## src/rtl/pio_svc_pkg.sv

```systemverilog
// Shared definitions for the PIO edge-capture servicer.
// Holds the PIO slave register map (word addresses) and the servicer FSM
// state encoding.
package pio_svc_pkg;

  // PIO slave word addresses
  localparam logic [1:0] ADDR_DATA = 2'd0;
  localparam logic [1:0] ADDR_MASK = 2'd2;
  localparam logic [1:0] ADDR_CAP  = 2'd3;

  typedef enum logic [3:0] {
    S_INIT_MASK = 4'd0,
    S_IDLE      = 4'd1,
    S_SET_MASK  = 4'd2,
    S_RD_CAP    = 4'd3,
    S_WAIT_CAP  = 4'd4,
    S_WR_CLR    = 4'd5,
    S_RD_DATA   = 4'd6,
    S_WAIT_DATA = 4'd7,
    S_PUSH      = 4'd8
  } state_t;

endpackage

```

## src/rtl/pio_irq_servicer.sv

```systemverilog
// Avalon-MM master that services a PIO edge-capture slave.
// After reset it programs the slave IRQ mask. On each irq it reads the
// edge-capture register, clears the captured bits, reads the pin levels and
// offers {edges,data} as one event on a valid/ready stream.
//
// Ports:
//   clk, reset_n          clock, asynchronous active-low reset
//   avm_*                 Avalon-MM master (registered commands, one read in flight)
//   irq                   level interrupt from the PIO slave
//   cfg_mask/cfg_mask_wr  request to reprogram the slave IRQ mask
//   evt_valid/evt_ready   event handshake; evt_edges/evt_data carry the event
//   busy                  FSM is not in IDLE
module pio_irq_servicer
  import pio_svc_pkg::*;
#(
  parameter int               WIDTH     = 10,
  parameter logic [WIDTH-1:0] MASK_INIT = {WIDTH{1'b1}}
) (
  input  logic             clk,
  input  logic             reset_n,
  output logic [1:0]       avm_address,
  output logic             avm_read,
  output logic             avm_write,
  output logic [31:0]      avm_writedata,
  input  logic [31:0]      avm_readdata,
  input  logic             avm_readdatavalid,
  input  logic             avm_waitrequest,
  input  logic             irq,
  input  logic [WIDTH-1:0] cfg_mask,
  input  logic             cfg_mask_wr,
  output logic             evt_valid,
  input  logic             evt_ready,
  output logic [WIDTH-1:0] evt_edges,
  output logic [WIDTH-1:0] evt_data,
  output logic             busy
);

  state_t           r_state;
  state_t           w_state_nxt;
  logic             r_read;
  logic             r_write;
  logic [1:0]       r_addr;
  logic [31:0]      r_wdata;
  logic [WIDTH-1:0] r_mask;
  logic             r_mask_pend;
  logic [WIDTH-1:0] r_cap;
  logic [WIDTH-1:0] r_evt_edges;
  logic [WIDTH-1:0] r_evt_data;
  logic             r_evt_valid;
  logic             r_busy;

  logic             w_accept;
  logic             w_load;
  logic [WIDTH-1:0] w_rd_bits;
  logic             w_unused_rd;
  logic             w_cmd_rd;
  logic             w_cmd_wr;
  logic [1:0]       w_cmd_addr;
  logic [31:0]      w_cmd_wdata;

  assign w_rd_bits   = avm_readdata[WIDTH-1:0];
  assign w_unused_rd = ^avm_readdata;
  assign w_accept    = (r_read | r_write) & ~avm_waitrequest;
  // Command registers only reload when nothing is pending or the pending
  // command is accepted, so they stay frozen through waitrequest stalls.
  assign w_load      = ~(r_read | r_write) | w_accept;

  always_comb begin
    w_state_nxt = r_state;
    case (r_state)
      S_INIT_MASK: if (w_accept) w_state_nxt = S_IDLE;
      S_IDLE: begin
        if (r_mask_pend)  w_state_nxt = S_SET_MASK;
        else if (irq)     w_state_nxt = S_RD_CAP;
      end
      S_SET_MASK:  if (w_accept) w_state_nxt = S_IDLE;
      S_RD_CAP:    if (w_accept) w_state_nxt = S_WAIT_CAP;
      S_WAIT_CAP: begin
        // A zero capture is a spurious irq: nothing to clear or report.
        if (avm_readdatavalid)
          w_state_nxt = (w_rd_bits == '0) ? S_IDLE : S_WR_CLR;
      end
      S_WR_CLR:    if (w_accept) w_state_nxt = S_RD_DATA;
      S_RD_DATA:   if (w_accept) w_state_nxt = S_WAIT_DATA;
      S_WAIT_DATA: if (avm_readdatavalid) w_state_nxt = S_PUSH;
      S_PUSH:      if (evt_ready) w_state_nxt = S_IDLE;
      default:     w_state_nxt = S_INIT_MASK;
    endcase
  end

  // Command issued on entry to each bus state. WR_CLR is only entered from
  // WAIT_CAP, so the capture readdata is on the bus in that same cycle.
  always_comb begin
    w_cmd_rd    = 1'b0;
    w_cmd_wr    = 1'b0;
    w_cmd_addr  = ADDR_DATA;
    w_cmd_wdata = '0;
    case (w_state_nxt)
      S_INIT_MASK: begin w_cmd_wr = 1'b1; w_cmd_addr = ADDR_MASK; w_cmd_wdata = 32'(MASK_INIT); end
      S_SET_MASK:  begin w_cmd_wr = 1'b1; w_cmd_addr = ADDR_MASK; w_cmd_wdata = 32'(r_mask);    end
      S_RD_CAP:    begin w_cmd_rd = 1'b1; w_cmd_addr = ADDR_CAP;                                end
      S_WR_CLR:    begin w_cmd_wr = 1'b1; w_cmd_addr = ADDR_CAP;  w_cmd_wdata = 32'(w_rd_bits); end
      S_RD_DATA:   begin w_cmd_rd = 1'b1; w_cmd_addr = ADDR_DATA;                               end
      default:     ;
    endcase
  end

  always_ff @(posedge clk or negedge reset_n) begin
    if (!reset_n) begin
      r_state     <= S_INIT_MASK;
      r_read      <= 1'b0;
      r_write     <= 1'b0;
      r_addr      <= '0;
      r_wdata     <= '0;
      r_mask      <= MASK_INIT;
      r_mask_pend <= 1'b0;
      r_cap       <= '0;
      r_evt_edges <= '0;
      r_evt_data  <= '0;
      r_evt_valid <= 1'b0;
      r_busy      <= 1'b0;
    end else begin
      r_state <= w_state_nxt;
      if (w_load) begin
        r_read  <= w_cmd_rd;
        r_write <= w_cmd_wr;
        r_addr  <= w_cmd_addr;
        r_wdata <= w_cmd_wdata;
      end
      if (r_state == S_WAIT_CAP && avm_readdatavalid)
        r_cap <= w_rd_bits;
      if (r_state == S_WAIT_DATA && avm_readdatavalid) begin
        r_evt_edges <= r_cap;
        r_evt_data  <= w_rd_bits;
      end
      r_evt_valid <= (w_state_nxt == S_PUSH);
      r_busy      <= (w_state_nxt != S_IDLE);
      // Pending is only retired when the accepted write carried the current
      // mask; a newer value arriving during the write keeps it pending.
      if (cfg_mask_wr) begin
        r_mask      <= cfg_mask;
        r_mask_pend <= 1'b1;
      end else if (r_state == S_SET_MASK && w_accept && r_wdata[WIDTH-1:0] == r_mask) begin
        r_mask_pend <= 1'b0;
      end
    end
  end

  assign avm_address   = r_addr;
  assign avm_read      = r_read;
  assign avm_write     = r_write;
  assign avm_writedata = r_wdata;
  assign evt_valid     = r_evt_valid;
  assign evt_edges     = r_evt_edges;
  assign evt_data      = r_evt_data;
  assign busy          = r_busy;

endmodule

```

## config.mk

```make
export PLATFORM = sky130hd
export DESIGN_NAME = pio_irq_servicer
export DESIGN_NICKNAME = d
export VERILOG_FILES = /design/src/rtl/pio_svc_pkg.sv /design/src/rtl/pio_irq_servicer.sv
export SDC_FILE = /design/constraint.sdc
export NUM_CORES = 1
export LEC_CHECK = 0
export BUFFER_PORTS_ARGS = -buffer_cell sky130_fd_sc_hd__buf_2
export CAP_MARGIN = 20
export CORE_AREA = 4 4 87 89
export CTS_CLUSTER_SIZE = 8
export DETAILED_ROUTE_END_ITERATION = 7
export DIE_AREA = 0 0 91 93
export GPL_TIMING_DRIVEN = 0
export MAX_ROUTING_LAYER = met4
export PLACE_DENSITY_LB_ADDON = 0.3
export SLEW_MARGIN = 20
export SYNTH_ARGS = -nofsm -noshare
export SYNTH_HDL_FRONTEND = slang
export SYNTH_SLANG_ARGS = --single-unit
```

## constraint.sdc

```tcl
create_clock -name clk -period 3.85 [get_ports clk]
set_clock_uncertainty 0.2 [all_clocks]
set_input_delay 0.5775 -clock clk [delete_from_list [all_inputs] [get_ports clk]]
set_output_delay 0.5775 -clock clk [all_outputs]
set_load 0.005 [all_outputs]
```

* Word-level counts from Yosys, hierarchy flattened
Index checks and enable logic that the tools add are counted.
** Cells by class
- Eq/ne operators :: 15
- $lt $le $gt $ge :: 0
- Bitwise operators :: 5
- $mul :: 0
- Div/mod/pow operators :: 0
- Reductions and logical operators :: 13
- Shifts and indexed selects :: 0
- Muxes and demuxes :: 17
- $add $sub $neg :: 0
** Operators with widths (number)
- $mux 4 :: 9
- $pmux 4 s8 :: 1
- $pmux 10 s3 :: 1
- $eq 4x3->1 const B :: 6
- $eq 4x2->1 const B :: 4
- $eq 10x10->1 :: 1
- $logic_not 10->1 :: 1
- $eq 4x4->1 const B :: 2
- $logic_not 4->1 :: 2
- $reduce_or 2->1 :: 4
- $eq 4x1->1 const B :: 1
- $logic_and 1x1->1 :: 4
- $mux 1 :: 4
- $ne 4x1->1 const B :: 1
- $pmux 2 s2 :: 1
- $mux 3 :: 1
- $reduce_or 3->1 :: 1
- $not 1->1 :: 2
- $or 1x1->1 :: 2
- $reduce_bool 2->1 :: 1
- $and 1x1->1 :: 1
** Word-level totals
- RAM bits :: 0
- Memory bits (read-only) :: 0
- Register bits :: 83
- Memories :: 0
- Bits in latches :: 0
- Output and inout port bits :: 58
- Input port bits :: 49

* Logic depth before layout (Yosys ltp)
Gate-level depths: netlist (run 1).
- Depth after elaboration :: 7
- Gate-level depth with buffers :: 9

* Least setup slack after synthesis (run 1)
OpenSTA, ideal clock, no wires.
- Path kind :: in2reg
- Start point :: input port avm_readdata[0]
- End point :: register r_wdata[0], in the netlist avm_writedata[0]
- Path buffers :: 1
- Required time :: 3.524 ns
- Library setup time :: 0.126 ns
- Stages on the path :: 7
- Setup slack :: 1.572 ns
- Arrival :: 1.952 ns
- Cell sequence :: nor4b_1 -> nand2_1 -> o41ai_2 -> o21ai_2 -> and4_4 -> buf_6 -> a221o_1
** On the way
- Longest elaborated chain between the ends :: 6
- Elaborated cells between the ends (all ways) :: 8
- Classes of those cells :: eq/ne: 2; mux: 4; reduce/logical: 2
** RTL lines
- from (decl) :: line pio_irq_servicer.sv:25 : input logic [31:0] avm_readdata,
- $logic_not 10->1 (*) :: line pio_irq_servicer.sv:81 : w_state_nxt = (w_rd_bits == '0) ? S_IDLE : S_WR_CLR;
- $mux 3 (*) :: line pio_irq_servicer.sv:81
- $mux 4 (*) :: line pio_irq_servicer.sv:80 : if (avm_readdatavalid)
- $pmux 4 s8 (*) :: line pio_irq_servicer.sv:70 : case (r_state)
- net w_state_nxt[2] :: line pio_irq_servicer.sv:39 : state_t w_state_nxt;
- $eq 4x3->1, or another cell as far along :: line pio_irq_servicer.sv:98 : case (w_state_nxt)
- $pmux 10 s3 (*) :: line pio_irq_servicer.sv:98
- to (signal assigned) :: line pio_irq_servicer.sv:128 : r_wdata <= w_cmd_wdata;
- to (decl) :: line pio_irq_servicer.sv:43 : logic [31:0] r_wdata;
Mark *: on every way through the listed nets, which the timed path passes. The rest lies on a longest branch.
A chain may end at the register's enable or synchronous reset.

* Worst setup path after layout (run 1)
- Start point :: register r_state[2]
- End point :: register r_addr[1], in the netlist avm_address[1]
** On the way
- Longest elaborated chain between the ends :: 6
- Elaborated cells between the ends (all ways) :: 27
- Classes of those cells :: eq/ne: 11; mux: 11; reduce/logical: 5
** RTL lines
- from (decl) :: line pio_irq_servicer.sv:38 : state_t r_state;
- from (signal assigned) :: line pio_irq_servicer.sv:123 : r_state <= w_state_nxt;
- $eq 4x2->1, or another cell as far along :: line pio_irq_servicer.sv:70
- $reduce_or 2->1 (no source line) or $mux 4 (tied branches)
- $pmux 4 s8 (*) :: line pio_irq_servicer.sv:70
- $eq 4x3->1, or another cell as far along :: line pio_irq_servicer.sv:98
- $reduce_or 2->1 (no source line)
- $pmux 2 s2 (*) :: line pio_irq_servicer.sv:98
- to (signal assigned) :: line pio_irq_servicer.sv:127 : r_addr <= w_cmd_addr;
- to (decl) :: line pio_irq_servicer.sv:42 : logic [1:0] r_addr;
Mark *: on every way between the ends. The rest lies on a longest branch, timed or not.

==> impl_summary.log, run 1 <==
INFO  metric ys_warn_count = 0
INFO  metric place_congestion = around 0.82
INFO  metric netlist.area_leader.share = 0.429
INFO  metric vias_in_the_first_global_route = just over 2000
INFO  metric cts_hold_buffers = 0
INFO  metric timing.reg2reg.worst_path_depth = 6
INFO  metric switching_power = roughly 0.89 mW
INFO  metric power.share.switching = 0.332
INFO  metric critical_path.cell_chain = o311a_1, a21oi_1, o21a_1, clkbuf_1, nand2_1, a221o_1
INFO  metric synth.lib_cells_used.distinct = roughly 50
INFO  metric post-route-period-util = 0.619
INFO  metric rsz0062_at_grt = false
INFO  metric detailedPlace.worstSlack = between 1 and 1.5 ns
INFO  metric critPathArrivalTime = 2.40 ns
INFO  metric grt_residual_overflow = 0
INFO  metric setup_total_negative_slack = 0 ns
INFO  metric postLayoutSetupSlackWorst = ~1.5 ns
INFO  metric endpoint_kind = flop
INFO  metric post_synth_main_area_contributors = sky130_fd_sc_hd__dfrtp_1 43%, sky130_fd_sc_hd__mux2_2 11%, sky130_fd_sc_hd__dfstp_2 8.8%, sky130_fd_sc_hd__buf_4 5.6%, sky130_fd_sc_hd__mux2_1 3.8%
INFO  metric post_cts.resized_instances = 0
INFO  metric antenna_found_initial = 0
INFO  metric cts_tree = built
INFO  metric worst_hold_path_type = primary input to asynchronous set/reset pin
INFO  metric fin_util = 0.545
INFO  metric die_w = roughly 90 µm
INFO  metric cellInternalPower = about 1.8 mW
INFO  metric htree_levels = 3
INFO  metric worst_path_largest_cell_delay = 0.43 ns
INFO  metric irDropWorstVdd = about 0.43 mV
INFO  metric drtAntennaViolNets = 0
INFO  metric core_region_area = approximately 6800 µm²
INFO  metric timing.critical_path.required = ~3.9 ns
INFO  metric drt-pass1-iter-count = 4
INFO  metric post-cts-setup-buffers = 0
INFO  metric wire_length_after_detailed_routing = between 6000 and 7000 µm
INFO  metric drcViolationCount = 0
INFO  metric clock_sinks = 61
INFO  metric power_frac_comb = 0.380
INFO  metric std_cell_rows = 30
INFO  metric avgViaCountPerCell = roughly 5
INFO  metric tightestPinTransition = 0.763 ns
INFO  metric clk_latency = approximately 0.33 ns
INFO  metric syn_area_per_cell = around 12 µm²
INFO  metric max-slew-margin-rel = 0.491
INFO  metric place_hpwl = approximately 4800 µm
INFO  metric synth_sequential_area_ratio = 0.518
INFO  metric finalHoldViolCount = 0
INFO  metric hold_ws = approximately 0.12 ns
INFO  metric grt_first_pass_wirelength = 10500 µm
INFO  metric power-per-cell-area = around 730 nW/µm²
INFO  metric layout.nets = roughly 380
INFO  metric criticalPathCategory = flop to flop
INFO  metric postSynthCellCount = 240
INFO  metric cts.path.max_buffers = 2
INFO  metric max_cap_check_violation_count = 0
INFO  metric power_leakage = between 1.5 and 2 nW
INFO  metric floorplan.io_pins = 107
INFO  metric setup.worst_path.start_class = flop
INFO  metric gr-usage-all-layers = 0.164
INFO  metric overall_die_area = roughly 8500 µm²
INFO  metric outcome = finished, final reports clean
INFO  metric num_vias = slightly above 2000
INFO  metric drive_gt1_frac = 0.499
INFO  metric place.port_buffers = slightly above 60
INFO  metric cts_inserted_buffers = 9
INFO  metric clock_power_share = 0.230
INFO  metric mostFrequentLayoutCell = sky130_fd_sc_hd__buf_2
INFO  metric post-route-min-period = roughly 2.4 ns
INFO  metric antenna_cells_inserted = 0
INFO  metric cts_root_buf = sky130_fd_sc_hd__clkbuf_8
INFO  metric async_reset_ff_frac = 1.00
INFO  metric synth-edff-count = 0
INFO  metric ys_seq_elements = 61
INFO  metric timing_max_transition_violations_final = 0
INFO  metric critical_path.max_fanout = 10
INFO  metric synth_top_area_cell = sky130_fd_sc_hd__dfrtp_1
INFO  metric initial_utilization = 0.440
INFO  metric initialDrtViolationCount = about 120
INFO  metric routed_wire_length_per_instance = about 16 µm
INFO  metric layout.cells.most_common_list = 69 x sky130_fd_sc_hd__buf_2, 51 x sky130_fd_sc_hd__dfrtp_1, 30 x sky130_fd_sc_hd__mux2_2, 23 x sky130_fd_sc_hd__buf_4, 22 x sky130_fd_sc_hd__conb_1
INFO  metric die_y = 93 µm
INFO  metric power.sequential.fraction = 0.390
INFO  metric synth_top_flop_cell = sky130_fd_sc_hd__dfrtp_1
INFO  metric critical_path.slowest_cell = sky130_fd_sc_hd__dfrtp_1
INFO  metric synth_area = about 3000 µm²
INFO  metric syn_to_final_growth = 23.8%
INFO  metric fmaxAchievable = about 420 MHz
INFO  metric final-setup-viol-count = 0
INFO  metric pin_count_of_the_biggest_net_entering_global_routing = 62
INFO  metric path_clk_slew = roughly 0.070 ns
-- state kept, by name, indices dropped and copies added (netlist names) --
| name | cells |
|---|---|
| r_mask | 10 |
| evt_data | 10 |
| evt_valid | 1 |
| avm_address | 2 |
| evt_edges | 10 |
| r_state | 4 |
| avm_write | 1 |
| r_cap | 10 |
| avm_writedata | 10 |
| avm_read | 1 |
| r_mask_pend | 1 |
| busy | 1 |
-- power by group through the flow --
stage | sequential [mW] | clock, mW | combinational, mW
5_1_grt | 1.07 | 0.664 | 1.13
6_report | 1.04 | 0.616 | 1.02
3_3_place_gp | 1.04 | 0 | 0.992
2_1_floorplan | 1.04 | 0 | 0.673
3_5_place_dp | 1.05 | 0 | 1.02
4_1_cts | 1.04 | 0.632 | 1.03
-- cells by family (layout without fill, tap and decap cells) --
kind of cell | count (synthesis) | in the layout | share of synthesized area
xor gates and xnor gates | 11 | 11 | 0.0324
and+or+nand+nor | 59 | 59 | 0.120
other | 1 | 22 | 0.00126
buffers and inverters | 35 | 113 | 0.0779
AOI/OAI and AO/OA | 33 | 33 | 0.0993
DFF | 61 | 61 | 0.518
muxes | 40 | 40 | 0.152
-- critical path: cells and delay by family (launching register included) --
family	cells	cell delay [ns]
and+or+nand+nor	1	0.11
DFF	1	0.43
AOI/OAI and AO/OA	4	1.14
buffers and inverters	1	0.38
-- layer usage --
metal	vias to the layer above	routed length, µm	track usage
met4	0	25	0.0503
met5	-	0	-
met2	62	3340	0.268
met1	1006	2890	0.203
li1	1003	-	-
met3	2	322	0.0410
-- cells in the mapped netlist, types with 2 or more instances --
cell	number
sky130_fd_sc_hd__buf_2	8
sky130_fd_sc_hd__nand3b_1	2
sky130_fd_sc_hd__o21a_1	2
sky130_fd_sc_hd__mux2_1	10
sky130_fd_sc_hd__dfstp_2	10
sky130_fd_sc_hd__xor2_1	10
sky130_fd_sc_hd__a21oi_1	3
sky130_fd_sc_hd__nand2_1	8
sky130_fd_sc_hd__nand3_1	3
sky130_fd_sc_hd__mux2_2	30
sky130_fd_sc_hd__clkbuf_1	3
sky130_fd_sc_hd__o21ai_0	2
sky130_fd_sc_hd__nor4_1	3
sky130_fd_sc_hd__nor2_1	9
sky130_fd_sc_hd__o21ai_1	2
sky130_fd_sc_hd__a221o_1	11
sky130_fd_sc_hd__and2_1	11
sky130_fd_sc_hd__buf_4	22
sky130_fd_sc_hd__dfrtp_1	51
sky130_fd_sc_hd__or2_2	10
sky130_fd_sc_hd__and4_1	2
-- per-stage QoR --
step                instances  instance area [µm²]  total power [mW]
floorplan                 261                 3050              1.71
global placement          403                 3460              2.03
detailed placement        403                 3460              2.07
CTS                       419                 3680              2.70
global route              419                 3680              2.86
finish                    419                 3680              2.67
-- final cells by class --
cell class                 count  area (µm²)
buffer                        34         228
clock buffer                  10         128
clock inverter                 6        87.6
fill                         599        3080
inverter                       1        3.75
multi-input combinational    165        1280
sequential                    61        1540
tap                           80         100
timing repair buffer          62         313
-- final timing paths --
| path | end | slack [ns] | startpoint |
|---|---|---|---|
| max | avm_address[1] | 1.47 | r_state[2] |
| min reg2reg | r_cap[9] | 0.29 | r_cap[9] |
| max reg2reg | avm_address[1] | 1.47 | r_state[2] |
| min in group clk | r_mask[1] | 0.27 | cfg_mask[1] |
| min | evt_data[9] | 0.12 | reset_n |
| max in group asynchronous | avm_writedata[2] | 2.83 | reset_n |
No activity file was read; power rests on OpenSTA's default activity.
==> inputs of run 2 (changes only) <==
==> constraint.sdc (replaced) <==
create_clock -name clk -period 2.4 [get_ports clk]
set_clock_uncertainty 0.2 [all_clocks]
set_input_delay 0.36 -clock clk [delete_from_list [all_inputs] [get_ports clk]]
set_output_delay 0.36 -clock clk [all_outputs]
set_load 0.005 [all_outputs]
==> run 2 against run 1 <==
Global-route usage hardly changed. Die area unchanged. Critical path depth is 1 higher. Combinational power up 70%. Core utilization up 0.98 points. Via count is 1.1% higher. Non-clock buffer count grew 3. Flip-flop and latch count unchanged. Critical endpoint is now avm_writedata[5].
==> impl_summary.log, run 2 (same netlist as run 1, synthesis figures left out) <==
INFO  metric final-setup-viol-count = 0 (unchanged)
INFO  metric mostFrequentLayoutCell = sky130_fd_sc_hd__buf_2 (unchanged)
INFO  metric cp.buffers_inverters = 1 (unchanged)
INFO  metric worst_hold_path_type = primary input to flop (was primary input to asynchronous set/reset pin)
INFO  metric timing_max_transition_violations_final = 0 (unchanged)
INFO  metric wire_length_after_detailed_routing = 6630 µm (was 6570 µm)
INFO  metric cts_root_buf = sky130_fd_sc_hd__clkbuf_8 (unchanged)
INFO  metric layoutNonFillerInstCount = 422 (was 419)
INFO  metric cts_tree = built (unchanged)
INFO  metric critPathArrivalTime = 2.31 ns (was 2.40 ns)
INFO  metric initial_utilization = 0.440 (unchanged)
INFO  metric gr-usage-all-layers = 0.165 (was 0.164)
INFO  metric place.port_buffers = 62 (unchanged)
INFO  metric clk_latency = 0.33 ns (about the same)
INFO  metric fillerInstances = 590 (was 599)
INFO  metric highest_layer = met4 (unchanged)
INFO  metric fmaxAchievable = 435 MHz (was 419 MHz)
INFO  metric criticalPathCategory = flop to flop (unchanged)
INFO  metric htree_levels = 3 (unchanged)
INFO  metric power.share.switching = 0.333 (was 0.332)
INFO  metric grt_residual_overflow = 0 (unchanged)
INFO  metric critical_path.cell_chain = o21ba_2, a2111oi_4, a21oi_2, o21ai_4, nor3_2, clkbuf_4, a221o_1 (was o311a_1, a21oi_1, o21a_1, clkbuf_1, nand2_1, a221o_1)
INFO  metric finalInstanceArea = 3750 µm² (was 3680 µm²)
INFO  metric irDropWorstVdd = 0.699 mV (was 0.428 mV)
INFO  metric critPathTopFamily = compound AO/OA/AOI/OAI gates (unchanged)
INFO  metric drive_gt1_frac = 0.515 (was 0.499)
INFO  metric max-slew-margin-rel = 0.490 (was 0.491)
INFO  metric place_congestion = 0.820 (unchanged)
INFO  metric drt-pass1-iter-count = 4 (unchanged)
INFO  metric power-per-cell-area = 1170 nW/µm² (was 726 nW/µm²)
INFO  metric placedInstanceArea = 3460 µm² (unchanged)
INFO  metric critical_path.slowest_cell = sky130_fd_sc_hd__dfrtp_2 (was sky130_fd_sc_hd__dfrtp_1)
INFO  metric rrSetupSlack = 0.10 ns (was 1.47 ns)
INFO  metric initialDrtViolationCount = 148 (was 121)
INFO  metric drcViolationCount = 0 (unchanged)
INFO  metric met2WireLength = 3330 µm (was 3340 µm)
INFO  metric antenna_found_initial = 0 (unchanged)
INFO  metric pin_count_of_the_biggest_net_entering_global_routing = 62 (unchanged)
INFO  metric clock_power_share = 0.226 (was 0.230)
INFO  metric die_y = 93 µm (unchanged)
INFO  metric met1_length = 2950 µm (was 2890 µm)
INFO  metric cts.path.max_buffers = 2 (unchanged)
INFO  metric post-route-min-period = 2.30 ns (was 2.38 ns)
INFO  metric max_cap_check_violation_count = 0 (unchanged)
INFO  metric post-route-period-util = 0.957 (was 0.619)
INFO  metric layout.nets = 386 (was 383)
INFO  metric critical_path.max_fanout = 10 (unchanged)
INFO  metric power_frac_comb = 0.394 (was 0.380)
INFO  metric overall_die_area = 8460 µm² (unchanged)
INFO  metric std_cell_rows = 30 (unchanged)
INFO  metric cellInternalPower = 2.93 mW (was 1.78 mW)
INFO  metric drtAntennaViolNets = 0 (unchanged)
INFO  metric setup.worst_path.start_class = flop (unchanged)
INFO  metric fin_util = 0.554 (was 0.545)
INFO  metric clock_sinks = 61 (unchanged)
INFO  metric path_clk_slew = 0.07 ns (about the same)
INFO  metric avgViaCountPerCell = 4.97 (was 4.95)
INFO  metric die_w = 91 µm (unchanged)
INFO  metric power.sequential.fraction = 0.380 (was 0.390)
INFO  metric antenna_cells_inserted = 0 (unchanged)
INFO  metric outcome = finished, final reports clean (unchanged)
INFO  metric syn_to_final_growth = 26.0% (was 23.8%)
INFO  metric place.detailed.instances = 403 (unchanged)
INFO  metric num_vias = 2096 (was 2073)
INFO  metric core_region_area = 6760 µm² (unchanged)
INFO  metric floorplan.io_pins = 107 (unchanged)
INFO  metric timing.critical_path.required = 2.41 ns (was 3.86 ns)
INFO  metric cts_inserted_buffers = 9 (unchanged)
INFO  metric tightestPinTransition = 0.765 ns (was 0.763 ns)
INFO  metric met3RoutedLength = 322 µm (unchanged)
INFO  metric vias_in_the_first_global_route = 2056 (was 2054)
INFO  metric finalHoldViolCount = 0 (unchanged)
INFO  metric switching_power = 1.46 mW (was 0.889 mW)
INFO  metric power_leakage = 1.82 nW (was 1.79 nW)
INFO  metric place_hpwl = 4750 µm (unchanged)
INFO  metric routed_wire_length_per_instance = 15.7 µm (about the same)
INFO  metric endpoint_kind = flop (unchanged)
INFO  metric layout.cells.most_common_list = 67 x sky130_fd_sc_hd__buf_2, 50 x sky130_fd_sc_hd__dfrtp_1, 30 x sky130_fd_sc_hd__mux2_2, 26 x sky130_fd_sc_hd__buf_4, 22 x sky130_fd_sc_hd__conb_1 (was 69 x sky130_fd_sc_hd__buf_2, 51 x sky130_fd_sc_hd__dfrtp_1, 30 x sky130_fd_sc_hd__mux2_2, 23 x sky130_fd_sc_hd__buf_4, 22 x sky130_fd_sc_hd__conb_1)
INFO  metric worst_path_largest_cell_delay = 0.45 ns (was 0.43 ns)
INFO  metric grt_first_pass_wirelength = 10500 µm (about the same)
[run 2: final cells by class]
type / count / area (µm²) / share of cell area
Buffer: 34 / 236 / 0.0631
Clock buffer: 10 / 128 / 0.0341
Clock inverter: 6 / 87.6 / 0.0234
Inverter: 1 / 3.75 / 0.00100
Multi-Input combinational cell: 165 / 1310 / 0.350
Sequential cell: 61 / 1540 / 0.411
Tap cell: 80 / 100 / 0.0267
Timing Repair Buffer: 65 / 338 / 0.0902
[run 2: path summary, 6_finish.rpt]
| check | from | endpoint | cells past startpoint |
|---|---|---|---|
| min | cfg_mask[1] | r_mask[1] | 2 |
| min reg2reg | r_cap[9] | r_cap[9] | 1 |
| max reg2reg | avm_write | avm_writedata[5] | 7 |
| max in group asynchronous | reset_n | avm_write | 2 |
| min in group asynchronous | reset_n | evt_data[9] | 2 |
| max | avm_write | avm_writedata[5] | 7 |
[run 2: worst reg2reg max path, delay by kind of cell, from the launching register on]
kind	cells	cell delay, ns
AO/OA/AOI/OAI	5	1.24
buffers and inverters	1	0.20
AND/OR/NAND/NOR	1	0.08
flip-flops	1	0.45
[run 2: metal layers]
metal	vias up	GRT usage
met3	4	0.0410
li1	1003	-
met4	0	0.0503
met2	64	0.268
met1	1025	0.204
met5	-	-
[run 2: repair_timing]
action,4_1_cts,5_1_grt
hold buffers,1,0
gates resized for setup,0,13
setup endpoints to repair,0,12
hold endpoints to repair,51,0
setup buffers,0,2
[run 2: per-stage QoR]
| stage | hold WS, ns | setup TNS, ns | worst slack (ns) | power (mW) |
|---|---|---|---|---|
| 2_1_floorplan | -0.136 | 0 | 0.318 | 2.74 |
| 3_3_place_gp | 0.269 | 0 | 0.0138 | 3.26 |
| 3_5_place_dp | 0.279 | -0.281 | -0.0438 | 3.32 |
| 4_1_cts | 0.0394 | 0 | 0.0273 | 4.33 |
| 5_1_grt | 0.0474 | -0.0255 | -0.0150 | 4.70 |
| 6_report | 0.0551 | 0 | 0.102 | 4.40 |
[run 2: power by group through the flow]
stage          clock network [mW]  logic [mW]  registers, mW
2_1_floorplan                   0        1.08           1.66
3_3_place_gp                    0        1.59           1.67
3_5_place_dp                    0        1.63           1.68
4_1_cts                      1.01        1.65           1.67
5_1_grt                      1.06        1.92           1.72
6_report                    0.992        1.73           1.67
